### config.mk
export PLATFORM = sky130hd
export DESIGN_NAME = ttt_move_ctrl
export DESIGN_NICKNAME = d
export VERILOG_FILES = /design/src/rtl/ttt_move_ctrl.sv
export SDC_FILE = /design/constraint.sdc
export NUM_CORES = 1
export LEC_CHECK = 0
export CORE_MARGIN = 2
export CORE_UTILIZATION = 67
export DETAILED_ROUTE_END_ITERATION = 7
export DONT_BUFFER_PORTS = 1
export HOLD_SLACK_MARGIN = 0.06
export PLACE_DENSITY = 0.83
export SYNTH_ARGS = -nofsm -noshare
export SYNTH_HDL_FRONTEND = slang
export SYNTH_SLANG_ARGS = --single-unit
### constraint.sdc
create_clock -name clk -period 5.5 [get_ports clk]
set_clock_uncertainty 0.05 [all_clocks]
set_input_delay 1.1 -clock clk [delete_from_list [all_inputs] [get_ports clk]]
set_output_delay 1.1 -clock clk [all_outputs]
set_load 0.01 [all_outputs]
### src/rtl/ttt_move_ctrl.sv
// rtl/ttt_move_ctrl.sv - tic-tac-toe cursor, mark placement, turn and win/draw control
module ttt_move_ctrl #(
  parameter bit START_PLAYER = 1'b0,
  parameter bit WRAP         = 1'b1
) (
  input  logic       clk,
  input  logic       rst,
  input  logic       btn_new,
  input  logic       btn_sel,
  input  logic       btn_up,
  input  logic       btn_down,
  input  logic       btn_left,
  input  logic       btn_right,
  output logic [1:0] cur_row,
  output logic [1:0] cur_col,
  output logic [8:0] board_x,
  output logic [8:0] board_o,
  output logic       turn,
  output logic       game_over,
  output logic [1:0] winner,
  output logic       move_ok,
  output logic       move_rej
);

  typedef enum logic [1:0] {ST_PLAY, ST_CHECK, ST_OVER} state_t;

  state_t     state_q, state_d;
  logic [1:0] row_q, row_d, col_q, col_d;
  logic [8:0] bx_q, bx_d, bo_q, bo_d;
  logic       turn_q, turn_d;
  logic       over_q, over_d;
  logic [1:0] win_q, win_d;
  logic       ok_q, ok_d, rej_q, rej_d;

  logic [3:0] cell_idx;
  logic [8:0] cell_mask;
  logic [8:0] mover_mark;

  // One cursor axis step: dec/inc cancel each other; edges wrap or saturate.
  function automatic logic [1:0] step_axis(input logic [1:0] p, input logic dec, input logic inc);
    logic [1:0] r;
    r = p;
    if (dec && !inc) begin
      if (p == 2'd0) r = WRAP ? 2'd2 : 2'd0;
      else           r = p - 2'd1;
    end else if (inc && !dec) begin
      if (p == 2'd2) r = WRAP ? 2'd0 : 2'd2;
      else           r = p + 2'd1;
    end
    return r;
  endfunction

  // True when the given mark set fully covers any row, column or diagonal.
  function automatic logic has_line(input logic [8:0] m);
    return (m[0] & m[1] & m[2]) | (m[3] & m[4] & m[5]) | (m[6] & m[7] & m[8]) |
           (m[0] & m[3] & m[6]) | (m[1] & m[4] & m[7]) | (m[2] & m[5] & m[8]) |
           (m[0] & m[4] & m[8]) | (m[2] & m[4] & m[6]);
  endfunction

  // Next-state and registered-output logic; btn_new overrides everything.
  always_comb begin
    state_d    = state_q;
    row_d      = row_q;
    col_d      = col_q;
    bx_d       = bx_q;
    bo_d       = bo_q;
    turn_d     = turn_q;
    over_d     = over_q;
    win_d      = win_q;
    ok_d       = 1'b0;
    rej_d      = 1'b0;
    cell_idx   = {1'b0, row_q, 1'b0} + {2'b00, row_q} + {2'b00, col_q};
    cell_mask  = 9'd1 << cell_idx;
    mover_mark = turn_q ? bo_q : bx_q;

    if (btn_new) begin
      state_d = ST_PLAY;
      row_d   = 2'd1;
      col_d   = 2'd1;
      bx_d    = 9'd0;
      bo_d    = 9'd0;
      turn_d  = START_PLAYER;
      over_d  = 1'b0;
      win_d   = 2'b00;
    end else begin
      case (state_q)
        ST_PLAY: begin
          if (btn_sel) begin
            if (((bx_q | bo_q) & cell_mask) != 9'd0) begin
              rej_d = 1'b1;
            end else begin
              if (turn_q) bo_d = bo_q | cell_mask;
              else        bx_d = bx_q | cell_mask;
              ok_d    = 1'b1;
              state_d = ST_CHECK;
            end
          end else begin
            row_d = step_axis(row_q, btn_up, btn_down);
            col_d = step_axis(col_q, btn_left, btn_right);
          end
        end
        ST_CHECK: begin
          if (has_line(mover_mark)) begin
            win_d   = turn_q ? 2'b10 : 2'b01;
            over_d  = 1'b1;
            state_d = ST_OVER;
          end else if ((bx_q | bo_q) == 9'h1FF) begin
            win_d   = 2'b11;
            over_d  = 1'b1;
            state_d = ST_OVER;
          end else begin
            turn_d  = ~turn_q;
            state_d = ST_PLAY;
          end
        end
        default: ;
      endcase
    end
  end

  // State register with asynchronous reset to a fresh game.
  always_ff @(posedge clk or posedge rst) begin
    if (rst) begin
      state_q <= ST_PLAY;
      row_q   <= 2'd1;
      col_q   <= 2'd1;
      bx_q    <= 9'd0;
      bo_q    <= 9'd0;
      turn_q  <= START_PLAYER;
      over_q  <= 1'b0;
      win_q   <= 2'b00;
      ok_q    <= 1'b0;
      rej_q   <= 1'b0;
    end else begin
      state_q <= state_d;
      row_q   <= row_d;
      col_q   <= col_d;
      bx_q    <= bx_d;
      bo_q    <= bo_d;
      turn_q  <= turn_d;
      over_q  <= over_d;
      win_q   <= win_d;
      ok_q    <= ok_d;
      rej_q   <= rej_d;
    end
  end

  assign cur_row   = row_q;
  assign cur_col   = col_q;
  assign board_x   = bx_q;
  assign board_o   = bo_q;
  assign turn      = turn_q;
  assign game_over = over_q;
  assign winner    = win_q;
  assign move_ok   = ok_q;
  assign move_rej  = rej_q;

endmodule

# After elaboration in Yosys (flattened, before gate mapping)
# Index checks and enable logic that the tools add are counted.
# Widths: inputs -> output; s select.
# op_classes
mux	52
reduce_logical	27
eq_ne	11
shift	1
add_sub_neg	6
bitwise	28
# ops
cell	n
$mux 9	11
$mux 2	24
$or 9x9->9	3
$and 1x1->1	16
$mux 1	16
$reduce_and 3->1	4
$reduce_bool 3->1	4
$ne 2x2->1 const B	5
$and 9x9->9	1
$eq 9x9->1 const B	1
$reduce_bool 9->1	1
$shl 1x4->9 const A	1
$reduce_and 4->1	2
$reduce_bool 2->1	4
$or 1x1->1	7
$logic_not 2->1	3
$ne 3x3->1 const B	2
$add 2x1->2 const B	2
$add 3x2->4	1
$add 4x2->4	1
$eq 2x2->1 const B	2
$logic_and 1x1->1	4
$logic_not 1->1	4
$pmux 2 s2	1
other kinds (4)	5
# word_totals
elab_cells	135
reg_bits	30
out_inout_bits	28
input_bits	8

# Logic depth before layout (Yosys ltp)
# logic_depth
word_depth	13
depth_mapped	12
ltp_nobuf	11

# Least setup slack after synthesis
# Ideal clock, no wire load.
# synth_timing
kind	register to register
startpoint	reg row_q[0], in the netlist cur_row[0]
endpoint	reg bx_q[2], in the netlist board_x[2]
slack_ns	2.133
path_stages_with_launch	12
required_ns	5.317
setup_time_ns	0.133
synth_period_minus_slack_ns	3.367
t_arrival_ns	3.183
path_buffers	0
path_cell_list	dfstp_2 -> inv_1 -> fa_1 -> inv_1 -> ha_1 -> inv_1 -> fa_1 -> inv_2 -> mux4_2 -> o221ai_4 -> or3b_4 -> o22ai_2
# synth_between
elab_chain_cells	9
elab_cells_between_ends	13
cone_classes	add/sub: 2; eq/ne: 1; shift: 1; mux: 5; bitwise: 2; reduce/logical: 2
# synth_rtl
item	line_no	rtl
from (decl)	28	logic [1:0] row_q, row_d, col_q, col_d;
from (signal assigned)	136	row_q <= row_d;
$add 3x2->4 (*)	72	cell_idx = {1'b0, row_q, 1'b0} + {2'b00, row_q} + {2'b00, col_q};
$add 4x2->4 (*)	72	
$shl 1x4->9 (*)	73	cell_mask = 9'd1 << cell_idx;
$or 9x9->9	93	else bx_d = bx_q | cell_mask;
$mux 9	92	if (turn_q) bo_d = bo_q | cell_mask;
$mux 9	89	if (((bx_q | bo_q) & cell_mask) != 9'd0) begin
$mux 9	88	if (btn_sel) begin
$mux 9	86	case (state_q)
$mux 9	76	if (btn_new) begin
to (signal assigned)	127	bx_q <= 9'd0;
to (signal assigned)	138	bx_q <= bx_d;
to (decl)	29	logic [8:0] bx_q, bx_d, bo_q, bo_d;
# Mark *: on every way between the ends. The rest lies on a longest branch, timed or not. The select of a mux whose other input is x is not followed.
# A chain may end at the register's enable or synchronous reset.

# Final worst setup path
# Ends and elaborated chain as after synthesis.

==> summary.log <==
[floorplan] Std-Cell Rows 18
[floorplan] die width 56.1 microns
[synth] number of enable-type register cells in the synthesized netlist 0
[synth] portion of the post-synthesis area used by sequential elements 0.414
[synth] Async S/R FF share, synth 1.00
[cells_and_area] area overhead of the layout relative to synthesis 2.89%
[timing] Slew HR 0.266
[synth] Seq cells post-synth 30
[cells_and_area] final std cell area, no fill 1870 sq um
[pwr] Power Internal 398 uW
[critical_path] count of cells along the worst register-to-register path 11
[detailed_routing] first-pass iteration count of the detailed router 5
[cts] clock latency on the worst-skew pair 0.33 ns
[cells_and_area] footprint of the multi-input gates 950 sq um
[pwr] Overall Power 704 uW
[pwr] Net Sw Frac 0.436
[placed_design] post-placement setup slack 1.92 ns
[critical_path] Most common cell on crit path inv_1
[detailed_routing] Via Count 1,486
[cts] postcts setup bufs 0
[critical_path] data required time at the worst endpoint 5.67 ns
[flow_run] number of max-cap violations 0
[critical_path] Slowest cell on crit path dfstp_2
[timing] summed negative setup slack over all endpoints 0 ns
[placed_design] final weighted congestion in routability-driven placement 0.876
[floorplan] starting utilization of the core area 0.721
[grt] All-Layer GR Usage 0.290
[grt] global-route wire length before repair 6960 microns
[synth] synth unique cells 47
[synth] Post-Synthesis Mean Instance Area 10.2 sq um
[detailed_routing] Avg Vias per Cell 7.11
[cts] hold bufs inserted after CTS 0
[detailed_routing] average wire length per cell after detail routing 20.1 microns
[grt] Remaining Overflow, GRT 0
[critical_path] kind of start point of the critical path flip-flop
[synth] Syn Nets 197
[pwr] Clk network pwr share 0.169
[placed_design] I/O Buffers 0
[cts] number of buffers added by the clock tree synthesis step 5
[worst_hold_path] worst min-delay path startpoint game_over
[synth] count of yosys warnings during synthesis 0
[pwr] power density over cell area 376 nW/um^2
[cells_and_area] Filler cells 175
[timing] PnR worst setup slack 1.88 ns
[critical_path] number of logic stages on the critical path including buffering 11
[critical_path] capture instance of the worst register-to-register path board_x[2]
[cts] root buffer cell clkbuf_4
[critical_path] CP endpoint kind flip-flop
[cts] Resized cells post-CTS 0
[cells_and_area] Antenna Diode Count 0
[worst_hold_path] Hold Crit Endpoint game_over
[timing] # setup viols final 0
[cts] level count of the clock H-tree 2
[cts] CTS clock-pin slew for the worst setup and hold paths 0.09 ns
[cts] clock net sink count 30
[cells_and_area] fraction of the core area covered by cells at the end of the flow 0.742
[timing] fin crit share 0.657
[timing] maximum clock frequency 277 MHz
[critical_path] critical path, cell by cell inv_1 -> fa_1 -> inv_1 -> ha_1 -> inv_1 -> fa_1 -> inv_2 -> mux4_2 -> o221ai_4 -> or3b_4 -> o22ai_2
[critical_path] CP delay by family, top adder cells
[detailed_routing] remaining number of nets flagged by the antenna check after routing 0
[floorplan] DIE HEIGHT 56.1 microns
[floorplan] floorplan die area 3150 sq um
[synth] most instantiated flip-flop cell in the synthesis netlist dfrtp_1
[detailed_routing] DRC marker count from the first detailed-route iteration 125
[synth] Synth Cell Area 1820 sq um
[timing] slew at the pin closest to its max-slew limit 1.10 ns
[timing] unrepaired setup endpoints after global routing false
[timing] minimum clock period 3.62 ns
[critical_path] Crit path buffers/inverters 4
[cells_and_area] Layout Nets 197
[timing] final hold viol count 0
[cells_and_area] fraction of layout cells with a size suffix above 1 0.112
[cells_and_area] area taken by flip-flops and latches 753 sq um
[cts] CTS tree built
[timing] total count of max-transition violations in the final report 0
[detailed_routing] DRC violation count after routing 0
[worst_hold_path] type of the tightest min-delay check reg -> reg
[critical_path] slack of the worst reg-to-reg path 1.88 ns
[critical_path] launch instance of the worst register-to-register path cur_row[0]
[pwr] Max rail drop VDD 0.000278 V
[detailed_routing] total wire length after detailed routing 4190 microns
[worst_hold_path] number of cells on the worst hold path 2
[pwr] share of power burned in registers 0.430
[placed_design] half-perimeter wire length after placement 3040 microns
[synth] gate count after technology mapping 179
[pwr] switching component of the power 307 uW
[critical_path] largest stage delay on the critical path 0.60 ns
[floorplan] core outline area 2520 sq um
[critical_path] arrival time at the worst endpoint 3.78 ns
[critical_path] type of the worst setup path reg -> reg
[pwr] leakage component of the power 0.000758 uW
[cts] number of buffers on the longest clock path 2
[placed_design] instance area after placement 1830 sq um
[grt] pin count of the biggest net entering global routing 31
[grt] antenna violations before repair 0
[critical_path] largest fanout on the critical path 8
[status] outcome complete, no violations
[floorplan] ports placed on the boundary 36
[grt] vias in the first global route 1,472
[pwr] Logic pwr share 0.401
## state kept, by name, indices dropped and copies added (netlist names), 2 cells and up
signal,count
board_o,9
board_x,9
cur_col,2
cur_row,2
state_q,2
winner,2
## worst reg2reg max path, delay by kind of cell, from the launching register on
kind	cells	cell delay [ns]
fa+ha+maj	3	1.25
buf+inv	4	0.38
mux	1	0.58
simple gates	1	0.24
flops	1	0.60
compound gates	2	0.41
## cell type report
class                      count  share of cell area
inverter                      23              0.0461
multi-input combinational    119               0.507
clock buffer                   7              0.0241
tap                           30              0.0201
sequential                    30               0.402
## routing by layer
layer,part of all wire,vias up,track usage
li1,-,663,-
met1,0.39,700,0.354
met2,0.48,106,0.445
met3,0.11,17,0.0884
met4,0.022,0,0.180
met5,0,-,0
## power groups by stage
stage	registers, uW	logic (uW)	clock network [uW]
global placement	304	259	0
detailed placement	306	274	0
floorplan	287	231	0
global route	307	305	129
CTS	302	276	121
finish	303	283	119
## kinds of logic (layout without fill, tap and decap cells)
family / Yosys count / in the layout / synth area share
flip-flops: 30 / 30 / 0.414
adder cells (fa/ha/maj): 10 / 10 / 0.0770
buffers and inverters: 30 / 30 / 0.0640
XOR/XNOR: 3 / 3 / 0.0144
AO/OA/AOI/OAI: 56 / 56 / 0.250
multiplexers: 2 / 2 / 0.0186
AND/OR/NAND/NOR: 48 / 48 / 0.162
## synth_stat cells (3+ instances only)
cell        n  share of area
dfrtp_1    28           0.39
inv_1      21          0.043
nand2_1    11          0.023
a22oi_1     8          0.033
ha_1        8          0.055
nor2_1      8          0.017
o32ai_1     8          0.039
a21oi_1     7          0.019
nor2b_1     7          0.024
o2bb2ai_1   6          0.029
o22ai_1     5          0.017
clkbuf_1    4         0.0083
buf_2       3         0.0083
nand3_1     3         0.0083
o21ai_0     3         0.0083
o21ai_1     3         0.0083
o2bb2ai_2   3          0.025
xor2_1      3          0.014
## worst max path at each step
stage / start / endpoint / slack (ns)
floorplan: cur_row[0] / board_x[2] / 2.13
global placement: cur_row[0] / board_x[2] / 2.04
detailed placement: cur_row[0] / board_x[2] / 1.92
CTS: cur_row[0] / board_x[2] / 1.90
global route: cur_row[0] / board_x[2] / 1.75
finish: cur_row[0] / board_x[2] / 1.88
## cell usage in the layout, fill, tap and decap left out, drive strengths merged, types with 6 or more instances in the layout
cell     Yosys  layout
ha           8       8
a22oi        8       8
o22ai        6       6
o2bb2ai      9       9
o32ai        8       8
nor2b        7       7
inv         22      22
o21ai        6       6
nand2       11      11
dfrtp       28      28
clkbuf       4       7
nor2         8       8
a21oi        7       7
## metrics by stage
step / instances / hold slack [ns]
2_1_floorplan: 179 / 0.480
3_3_place_gp: 202 / 0.497
3_5_place_dp: 202 / 0.506
4_1_cts: 209 / 0.519
5_1_grt: 209 / 0.556
6_report: 209 / 0.516
(Power assumes the default switching activity.)
